===== src/rtl/mips_pkg.sv =====
// mips_pkg: shared definitions for the MIPS-subset CPU control path.
// Holds opcode values, the multi-cycle FSM state encodings, the datapath
// mux/ALU select encodings and the control-word struct. The single-cycle
// decoder imports the same opcode and select encodings.
package mips_pkg;

  // Opcodes (IR[31:26])
  localparam logic [5:0] OP_RTYPE = 6'b000000;
  localparam logic [5:0] OP_ADDI  = 6'b001000;
  localparam logic [5:0] OP_SLTI  = 6'b001010;
  localparam logic [5:0] OP_LW    = 6'b100011;
  localparam logic [5:0] OP_SW    = 6'b101011;
  localparam logic [5:0] OP_BEQ   = 6'b000100;
  localparam logic [5:0] OP_BNE   = 6'b000101;
  localparam logic [5:0] OP_J     = 6'b000010;
  localparam logic [5:0] OP_JAL   = 6'b000011;

  // Multi-cycle FSM states; the values are visible on state_o for debug.
  localparam logic [3:0] S_IF   = 4'd0;
  localparam logic [3:0] S_ID   = 4'd1;
  localparam logic [3:0] S_MADR = 4'd2;
  localparam logic [3:0] S_MRD  = 4'd3;
  localparam logic [3:0] S_MWB  = 4'd4;
  localparam logic [3:0] S_MWR  = 4'd5;
  localparam logic [3:0] S_EXR  = 4'd6;
  localparam logic [3:0] S_RWB  = 4'd7;
  localparam logic [3:0] S_EXI  = 4'd8;
  localparam logic [3:0] S_IWB  = 4'd9;
  localparam logic [3:0] S_BR   = 4'd10;
  localparam logic [3:0] S_JMP  = 4'd11;
  localparam logic [3:0] S_TRAP = 4'd12;

  // ALU operation select
  localparam logic [2:0] ALU_ADD   = 3'b000;
  localparam logic [2:0] ALU_SUB   = 3'b001;
  localparam logic [2:0] ALU_SLT   = 3'b101;
  localparam logic [2:0] ALU_RTYPE = 3'b110;

  // ALU B-operand select
  localparam logic [1:0] SRCB_REGB    = 2'b00;
  localparam logic [1:0] SRCB_FOUR    = 2'b01;
  localparam logic [1:0] SRCB_IMM     = 2'b10;
  localparam logic [1:0] SRCB_IMM_SH2 = 2'b11;

  // PC source select
  localparam logic [1:0] PCSRC_ALU    = 2'b00;
  localparam logic [1:0] PCSRC_ALUOUT = 2'b01;
  localparam logic [1:0] PCSRC_JUMP   = 2'b10;

  // Register-file destination select
  localparam logic [1:0] REGDST_RT  = 2'b00;
  localparam logic [1:0] REGDST_RD  = 2'b01;
  localparam logic [1:0] REGDST_R31 = 2'b10;

  // Register-file write-data select
  localparam logic [1:0] M2R_ALUOUT = 2'b00;
  localparam logic [1:0] M2R_MDR    = 2'b01;
  localparam logic [1:0] M2R_PC     = 2'b10;

  // Full control word produced by the output decoder.
  typedef struct packed {
    logic       pc_write;
    logic [1:0] pc_src;
    logic       iord;
    logic       mem_read;
    logic       mem_write;
    logic       ir_write;
    logic       reg_write;
    logic [1:0] reg_dst;
    logic [1:0] mem_to_reg;
    logic       alu_src_a;
    logic [1:0] alu_src_b;
    logic [2:0] alu_op;
    logic       instr_done;
    logic       illegal;
  } ctrl_t;

  // Dispatch out of ID by instruction class; unknown opcodes trap.
  function automatic logic [3:0] id_next_state(input logic [5:0] op);
    case (op)
      OP_LW, OP_SW:     return S_MADR;
      OP_RTYPE:         return S_EXR;
      OP_ADDI, OP_SLTI: return S_EXI;
      OP_BEQ, OP_BNE:   return S_BR;
      OP_J, OP_JAL:     return S_JMP;
      default:          return S_TRAP;
    endcase
  endfunction

endpackage


===== src/rtl/multicycle_outdec.sv =====
// multicycle_outdec: combinational control-output decoder for the
// multi-cycle FSM. Mostly a Moore decode of the state; the opcode refines
// EXI/BR/JMP, and mem_ready_i / zero_i feed the few Mealy terms
// (IRWrite/PCWrite in IF, done in MWR, branch-taken PCWrite in BR).
// Ports:
//   state_i      current FSM state
//   op_i         opcode from the IR
//   zero_i       ALU zero flag
//   mem_ready_i  memory completes the current access this cycle
//   ctrl_o       full control word
module multicycle_outdec
  import mips_pkg::*;
(
  input  logic [3:0] state_i,
  input  logic [5:0] op_i,
  input  logic       zero_i,
  input  logic       mem_ready_i,
  output ctrl_t      ctrl_o
);

  always_comb begin
    // NOTE: zero the whole word first so every path assigns every field; no latches.
    ctrl_o = '0;
    case (state_i)
      S_IF: begin
        ctrl_o.mem_read  = 1'b1;
        ctrl_o.alu_src_b = SRCB_FOUR;
        ctrl_o.alu_op    = ALU_ADD;
        ctrl_o.pc_src    = PCSRC_ALU;
        // IR and PC+4 are captured only in the cycle the fetch completes.
        ctrl_o.ir_write  = mem_ready_i;
        ctrl_o.pc_write  = mem_ready_i;
      end
      S_ID: begin
        // Speculatively form the branch target into ALUOut.
        ctrl_o.alu_src_b = SRCB_IMM_SH2;
        ctrl_o.alu_op    = ALU_ADD;
      end
      S_MADR: begin
        ctrl_o.alu_src_a = 1'b1;
        ctrl_o.alu_src_b = SRCB_IMM;
        ctrl_o.alu_op    = ALU_ADD;
      end
      S_MRD: begin
        ctrl_o.mem_read = 1'b1;
        ctrl_o.iord     = 1'b1;
      end
      S_MWB: begin
        ctrl_o.reg_write  = 1'b1;
        ctrl_o.reg_dst    = REGDST_RT;
        ctrl_o.mem_to_reg = M2R_MDR;
        ctrl_o.instr_done = 1'b1;
      end
      S_MWR: begin
        ctrl_o.mem_write  = 1'b1;
        ctrl_o.iord       = 1'b1;
        ctrl_o.instr_done = mem_ready_i;
      end
      S_EXR: begin
        ctrl_o.alu_src_a = 1'b1;
        ctrl_o.alu_src_b = SRCB_REGB;
        ctrl_o.alu_op    = ALU_RTYPE;
      end
      S_RWB: begin
        ctrl_o.reg_write  = 1'b1;
        ctrl_o.reg_dst    = REGDST_RD;
        ctrl_o.mem_to_reg = M2R_ALUOUT;
        ctrl_o.instr_done = 1'b1;
      end
      S_EXI: begin
        ctrl_o.alu_src_a = 1'b1;
        ctrl_o.alu_src_b = SRCB_IMM;
        ctrl_o.alu_op    = (op_i == OP_SLTI) ? ALU_SLT : ALU_ADD;
      end
      S_IWB: begin
        ctrl_o.reg_write  = 1'b1;
        ctrl_o.reg_dst    = REGDST_RT;
        ctrl_o.mem_to_reg = M2R_ALUOUT;
        ctrl_o.instr_done = 1'b1;
      end
      S_BR: begin
        ctrl_o.alu_src_a  = 1'b1;
        ctrl_o.alu_src_b  = SRCB_REGB;
        ctrl_o.alu_op     = ALU_SUB;
        ctrl_o.pc_src     = PCSRC_ALUOUT;
        ctrl_o.pc_write   = (op_i == OP_BNE) ? ~zero_i : zero_i;
        ctrl_o.instr_done = 1'b1;
      end
      S_JMP: begin
        ctrl_o.pc_write   = 1'b1;
        ctrl_o.pc_src     = PCSRC_JUMP;
        ctrl_o.instr_done = 1'b1;
        // jal links PC+4, which the PC already holds since IF.
        if (op_i == OP_JAL) begin
          ctrl_o.reg_write  = 1'b1;
          ctrl_o.reg_dst    = REGDST_R31;
          ctrl_o.mem_to_reg = M2R_PC;
        end
      end
      S_TRAP: begin
        ctrl_o.illegal = 1'b1;
      end
      default: ctrl_o = '0;
    endcase
  end

endmodule


===== src/rtl/multicycle_ctrl.sv =====
// multicycle_ctrl: multi-cycle control FSM for the MIPS-subset CPU.
// Holds the state register, next-state logic and the retired-instruction
// counter; control outputs come from multicycle_outdec.
// Ports:
//   clk_i, rst_i          clock (rising edge), async active-low reset
//   instr_op_i            opcode from IR[31:26]
//   zero_i                ALU zero flag
//   mem_ready_i           memory access completes this cycle
//   PCWrite_o..ALU_op_o   datapath controls
//   instr_done_o          pulse in the last cycle of each instruction
//   illegal_o             high while trapped on an illegal opcode
//   state_o               current state (debug)
//   retired_o             completed-instruction count, wraps
module multicycle_ctrl
  import mips_pkg::*;
#(
  parameter int CNT_W = 32
) (
  input  logic             clk_i,
  input  logic             rst_i,
  input  logic [5:0]       instr_op_i,
  input  logic             zero_i,
  input  logic             mem_ready_i,
  output logic             PCWrite_o,
  output logic [1:0]       PCSrc_o,
  output logic             IorD_o,
  output logic             MemRead_o,
  output logic             MemWrite_o,
  output logic             IRWrite_o,
  output logic             RegWrite_o,
  output logic [1:0]       RegDst_o,
  output logic [1:0]       MemtoReg_o,
  output logic             ALUSrcA_o,
  output logic [1:0]       ALUSrcB_o,
  output logic [2:0]       ALU_op_o,
  output logic             instr_done_o,
  output logic             illegal_o,
  output logic [3:0]       state_o,
  output logic [CNT_W-1:0] retired_o
);

  logic [3:0]       state_q, state_d;
  logic [CNT_W-1:0] retired_q, retired_d;
  ctrl_t            ctrl;

  multicycle_outdec u_outdec (
    .state_i     (state_q),
    .op_i        (instr_op_i),
    .zero_i      (zero_i),
    .mem_ready_i (mem_ready_i),
    .ctrl_o      (ctrl)
  );

  always_comb begin
    state_d = state_q;
    case (state_q)
      S_IF:   if (mem_ready_i) state_d = S_ID;
      S_ID:   state_d = id_next_state(instr_op_i);
      S_MADR: state_d = (instr_op_i == OP_LW) ? S_MRD : S_MWR;
      S_MRD:  if (mem_ready_i) state_d = S_MWB;
      S_MWR:  if (mem_ready_i) state_d = S_IF;
      S_EXR:  state_d = S_RWB;
      S_EXI:  state_d = S_IWB;
      S_MWB, S_RWB, S_IWB, S_BR, S_JMP: state_d = S_IF;
      // TRAP is only left through reset.
      S_TRAP: state_d = S_TRAP;
      default: state_d = S_IF;
    endcase
  end

  // Natural modulo-2^CNT_W wrap after all-ones.
  always_comb retired_d = retired_q + CNT_W'(ctrl.instr_done);

  // NOTE: state uses non-blocking assignments and an async reset so the FSM
  // drops to IF (and outputs to IF values) without waiting for a clock edge.
  always_ff @(posedge clk_i or negedge rst_i) begin
    if (!rst_i) begin
      state_q   <= S_IF;
      retired_q <= '0;
    end else begin
      state_q   <= state_d;
      retired_q <= retired_d;
    end
  end

  assign PCWrite_o    = ctrl.pc_write;
  assign PCSrc_o      = ctrl.pc_src;
  assign IorD_o       = ctrl.iord;
  assign MemRead_o    = ctrl.mem_read;
  assign MemWrite_o   = ctrl.mem_write;
  assign IRWrite_o    = ctrl.ir_write;
  assign RegWrite_o   = ctrl.reg_write;
  assign RegDst_o     = ctrl.reg_dst;
  assign MemtoReg_o   = ctrl.mem_to_reg;
  assign ALUSrcA_o    = ctrl.alu_src_a;
  assign ALUSrcB_o    = ctrl.alu_src_b;
  assign ALU_op_o     = ctrl.alu_op;
  assign instr_done_o = ctrl.instr_done;
  assign illegal_o    = ctrl.illegal;
  assign state_o      = state_q;
  assign retired_o    = retired_q;

endmodule


===== config.mk =====
export PLATFORM = sky130hd
export DESIGN_NAME = multicycle_ctrl
export DESIGN_NICKNAME = d
export VERILOG_FILES = /design/src/rtl/mips_pkg.sv /design/src/rtl/multicycle_outdec.sv /design/src/rtl/multicycle_ctrl.sv
export SDC_FILE = /design/constraint.sdc
export NUM_CORES = 1
export LEC_CHECK = 0
export CAP_MARGIN = 20
export CORE_MARGIN = 2
export CORE_UTILIZATION = 35
export CTS_CLUSTER_SIZE = 16
export DETAILED_ROUTE_END_ITERATION = 10
export PLACE_DENSITY_LB_ADDON = 0.25
export SYNTH_ARGS = -nofsm -noshare
export SYNTH_HDL_FRONTEND = slang
export SYNTH_HIERARCHICAL = 1
export SYNTH_SLANG_ARGS = --single-unit

===== constraint.sdc =====
create_clock -name clk_i -period 4.6 [get_ports clk_i]
set_clock_uncertainty 0.2 [all_clocks]
set_input_delay 0.46 -clock clk_i [delete_from_list [all_inputs] [get_ports clk_i]]
set_output_delay 0.46 -clock clk_i [all_outputs]
set_load 0.02 [all_outputs]

; Word level (Yosys, flattened, before mapping)
; Cells that the tools add are included.
[totals]
regBits = 36
latchBits = 0
ramBits = 0
mem_bits_ro = 0
inputBits = 10
out_inout_bits = 56
word_cells = 57
mem_count = 0
[classes]
n_addsub = 1
multipliers = 0
n_div = 0
n_lt_le_gt_ge = 0
eq_ne = 23
n_shift = 0
n_mux = 19
bitwise = 1
reduce_logical = 11
[ops]
columns = operator, n
row1 = $add 32x1->32, 1
row2 = $pmux 4 s8, 1
row3 = $pmux 5 s6, 1
row4 = $eq 4x4->1 const B, 5
row5 = $pmux 4 s5, 1
row6 = $pmux 5 s4, 1
row7 = $eq 4x3->1 const B, 4
row8 = $eq 6x2->1 const B, 2
row9 = $eq 6x3->1 const B, 2
row10 = $eq 6x4->1 const B, 2
row11 = $eq 6x6->1 const B, 2
row12 = $mux 4, 3
row13 = $reduce_or 2->1, 6
row14 = $pmux 3 s3, 1
row15 = $eq 4x2->1 const B, 2
row16 = $mux 1, 7
row17 = $logic_not 6->1, 1
row18 = $mux 3, 2
row19 = $ne 2x2->1 const B, 3
row20 = $mux 5, 1
row21 = $reduce_or 5->1, 1
row22 = $eq 4x1->1 const B, 1
row23 = $logic_not 4->1, 1
row24 = $reduce_or 4->1, 1
row25 = 3 further kinds, 3

; Logic depth before layout (Yosys ltp)
[logic_depth]
ltp_word = 4
ltp_mapped = 11

; Hierarchy
; The synthesis kept the hierarchy.
[by_module_without_submodules]
columns = module, n_inst, cells_each, area_per_inst_um2, seq_area_each_um2
row1 = multicycle_ctrl, 1, 167, 1774.2, 900.9
row2 = multicycle_outdec, 1, 55, 357.8, 0.0

; Worst setup path after synthesis
; OpenSTA, ideal clock, no wires.
[synth_timing]
kind = register to register
start = reg state_q[3], in the netlist state_o[3]
end = reg retired_q[21], in the netlist retired_o[21]
setup_time_ns = 0.130
arrival_time_ns = 2.701
t_required_ns = 4.270
path_slack_ns = 1.569
stages_incl_launch_ff = 10
path_buffers = 1
period_less_slack_ns = 3.031
path_cell_list = dfrtp_1 > buf_4 > nand2b_1 > o22ai_1 > ha_1 > nand3_1 > or2_4 > nor4_4 > nand4_1 > xnor2_1
[synth_between]
elab_chain_cells = 4
elab_cells_between_ends = 9
[synth_rtl]
columns = item, line_no
row1 = "start, declared", multicycle_ctrl.sv:42  ; logic [3:0] state_q, state_d;
row2 = "start signal, assigned", multicycle_ctrl.sv:81  ; state_q <= state_d;
row3 = $eq 4x3->1 or $eq 4x4->1 (tied branches), multicycle_outdec.sv:24  ; case (state_i)
row4 = $reduce_or 5->1 (no source line), -
row5 = $pmux 1 s2 *, multicycle_outdec.sv:24
row6 = via instr_done_o, multicycle_ctrl.sv:36  ; output logic instr_done_o,
row7 = $add 32x1->32 *, multicycle_ctrl.sv:72  ; always_comb retired_d = retired_q + CNT_W'(ctrl.instr_done);
row8 = via retired_d[21], multicycle_ctrl.sv:43  ; logic [CNT_W-1:0] retired_q, retired_d;
row9 = "end signal, assigned", multicycle_ctrl.sv:82  ; retired_q <= retired_d;
row10 = "end, declared", multicycle_ctrl.sv:43
; The timed path passes the listed nets; every way through them passes the cells marked *.
; A chain may end at the register's enable or synchronous reset.

; Worst setup path in the final report
[layout_timing]
start = reg state_q[1], in the netlist state_o[1]
end = reg retired_q[21], in the netlist retired_o[21]
[layout_between]
elab_chain_cells = 4
elab_cells_between_ends = 9
[layout_rtl]
columns = item, line_no
row1 = $eq 4x3->1 or $eq 4x4->1 (tied branches), multicycle_outdec.sv:24
row2 = $reduce_or 5->1 (no source line), -
row3 = $pmux 1 s2 *, multicycle_outdec.sv:24
row4 = $add 32x1->32 *, multicycle_ctrl.sv:72
row5 = via retired_d[21], multicycle_ctrl.sv:43
; Marked as above.

==> results.cfg <==
[hold_path]
hp-class = primary input to asynchronous set/reset pin

[detailed_routing]
first_iter_violations = 48
drtPass1Iterations = 4
wirelength_mm = 4.79
drc = 0
vias = 1861
vias_per_cell = 5.13
ant_nets = 0
wl_per_cell_microns = 13.2

[sta]
post-route-min-period_ns = 3.08
worst_slew_pin_slew_ns = 0.806
whs_ns = 0.0419
final.setup.tns_ns = 0
drv_slew = 0
finalHoldViolations = 0
relSlewSlack = 0.462
timing.final.crit_share = 0.670
clock.fmax_ghz = 0.324
rsz0062_at_grt = no
setup_violations = 0

[outcome]
status = finished clean

[clocking]
ctsResizeCount = 0
cts_sinks = 36
clockBufferDepth = 2
tritoncts = yes
cts-root-buf = clkbuf_8
path_clk_slew_ns = 0.08
cts_hold_buffers = 0
insertion_delay_ns = 0.29
cts_setup_buffers = 0
htreeDepth = 2
cts_made_buffers = 5

[logic_synthesis]
synth_nets = 234
synth_area_sq_um = 2130
async_flop_share = 1.00
yosys_warnings = 6
ys.flop_type = dfrtp_1
synth.distinct_cells = 51
synth-seq-cells = 36
synth_area_per_cell_sq_um = 9.60
syn_inst = 222
seq_area_frac_synth = 0.423
synth_edf_count = 0

[worst_setup_path]
end_kind = flop
crit_required_ns = 4.57
ff2ff_setup_slack_ns = 1.52
crit_path_start_kind = flop
critical_path_class = flop to flop
worstPathArrival_ns = 3.05
critPathMaxFanout = 28

[cells_and_area]
final_cells = 363
fill_cells = 587
area_growth_pct = 36.7
nNetsFinal = 299
mostFrequentLayoutCells = 64 x clkdlybuf4s50_1, 36 x dfrtp_1, 22 x xnor2_1
design_area_sq_um = 2920
final_common_cell = clkdlybuf4s50_1
drive_above_1_share = 0.0694
antenna_cells = 0

[floorplanning]
rows = 28
io_pins = 66
core_area_sq_um = 5920
die_h_microns = 82.1
dieArea_sq_um = 6730
start_util = 0.360
die_w_microns = 82.1

[pwr]
irDropWorstVdd_uv = 359
powerDensity_nw_per_um2 = 429
leakage_nw = 1.22

[grt]
grt_overflow = 0
grt_antenna_before_repair = 0
grt_pass1_wl_mm = 7.87
grt_use_total = 0.150
grt_start_max_net_pins = 37
grt_pass1_vias = 1728

[placement]
io_buffer_count = 65
placed_area_sq_um = 2830
placedCellCount = 355
gp_congestion = 0.834
dpl.hpwl_mm = 3.45

[job]
max_cap_violations = 0
## logic make-up after synthesis
| group | Yosys count | share of synthesized area |
|---|---|---|
| adders and majority gates | 2 | 0.0117 |
| and+or+nand+nor | 109 | 0.306 |
| DFF | 36 | 0.423 |
| xor gates and xnor gates | 32 | 0.131 |
| AOI/OAI and AO/OA | 29 | 0.0957 |
| buffers and inverters | 14 | 0.0329 |
## final timing paths
kind,from,to,cells after the start
worst max-delay path,state_o[1],retired_o[21],9
worst min-delay path,rst_i,retired_o[29],1
worst max register to register,state_o[1],retired_o[21],9
worst min register to register,retired_o[31],retired_o[31],1
max in group asynchronous,rst_i,retired_o[19],1
min in group clk_i,retired_o[31],retired_o[31],1
## registers in the layout, summed over array words and instances (netlist names)
signal / count
retired_o: 32
state_o: 4
## where the power goes
group / internal, mW / leakage [nW] / switching [mW] / total (mW)
clock: 0.105 / 0.0479 / 0.116 / 0.221
sequential: 0.356 / 0.489 / 0.120 / 0.476
combinational: 0.277 / 0.687 / 0.277 / 0.554
## layer usage
metal,track usage,part of all wire,wire length (microns),up-vias
li1,-,-,-,926
met1,0.195,0.47,2240,876
met2,0.237,0.46,2200,54
met3,0.0505,0.061,290,5
met4,0.0400,0.011,55,0
met5,0,0,0,-
## per-stage QoR
stage | setup WS, ns | power (mW) | util
4_1_cts | 1.47 | 1.27 | 0.492
5_1_grt | 1.23 | 1.34 | 0.492
2_1_floorplan | 1.57 | 0.799 | -
6_report | 1.52 | 1.25 | 0.492
3_3_place_gp | 1.43 | 1.04 | 0.478
3_5_place_dp | 1.45 | 1.04 | 0.478
## cell usage after synthesis (2+ instances only)
cell type / count / area [sq um]
o31ai_1: 3 / 22.5
dfrtp_1: 36 / 901
nand2b_1: 7 / 43.8
nor2_1: 16 / 60.1
nor4_1: 2 / 12.5
xnor2_1: 22 / 193
nand2_1: 21 / 78.8
nand4_1: 5 / 31.3
and3_2: 2 / 15.0
ha_1: 2 / 25.0
nor3_1: 9 / 45.0
nor2b_1: 3 / 18.8
a31oi_1: 4 / 25.0
nor4b_1: 2 / 17.5
or3_1: 2 / 12.5
buf_2: 2 / 10.0
inv_1: 7 / 26.3
o21ai_0: 3 / 15.0
xor2_1: 10 / 87.6
nand4b_1: 2 / 17.5
nand3_1: 16 / 80.1
and2_1: 3 / 18.8
and3_1: 7 / 43.8
buf_4: 4 / 30.0
nor4_4: 2 / 42.5
a21oi_1: 5 / 25.0
## cell type report
class / count / area [sq um] / share of cell area
multi-input cells: 172 / 1160 / 0.398
inverters: 7 / 26.3 / 0.00901
flip-flops and latches: 36 / 901 / 0.309
repair buffers: 65 / 646 / 0.221
clock buffers: 5 / 68.8 / 0.0236
clock inverters: 3 / 18.8 / 0.00644
well taps: 75 / 93.8 / 0.0322
## worst max-delay path, cell delays in order, from the launching register on
cell and delay [ns]:
dfrtp_1 0.87, nand2b_1 0.24, o21ai_1 0.07, o22ai_1 0.19, ha_1 0.26, nand3_1 0.15
or2_4 0.27, nor4_4 0.39, nand4_1 0.16, xnor2_1 0.14
Note: power is estimated with default switching activity, not from simulation.
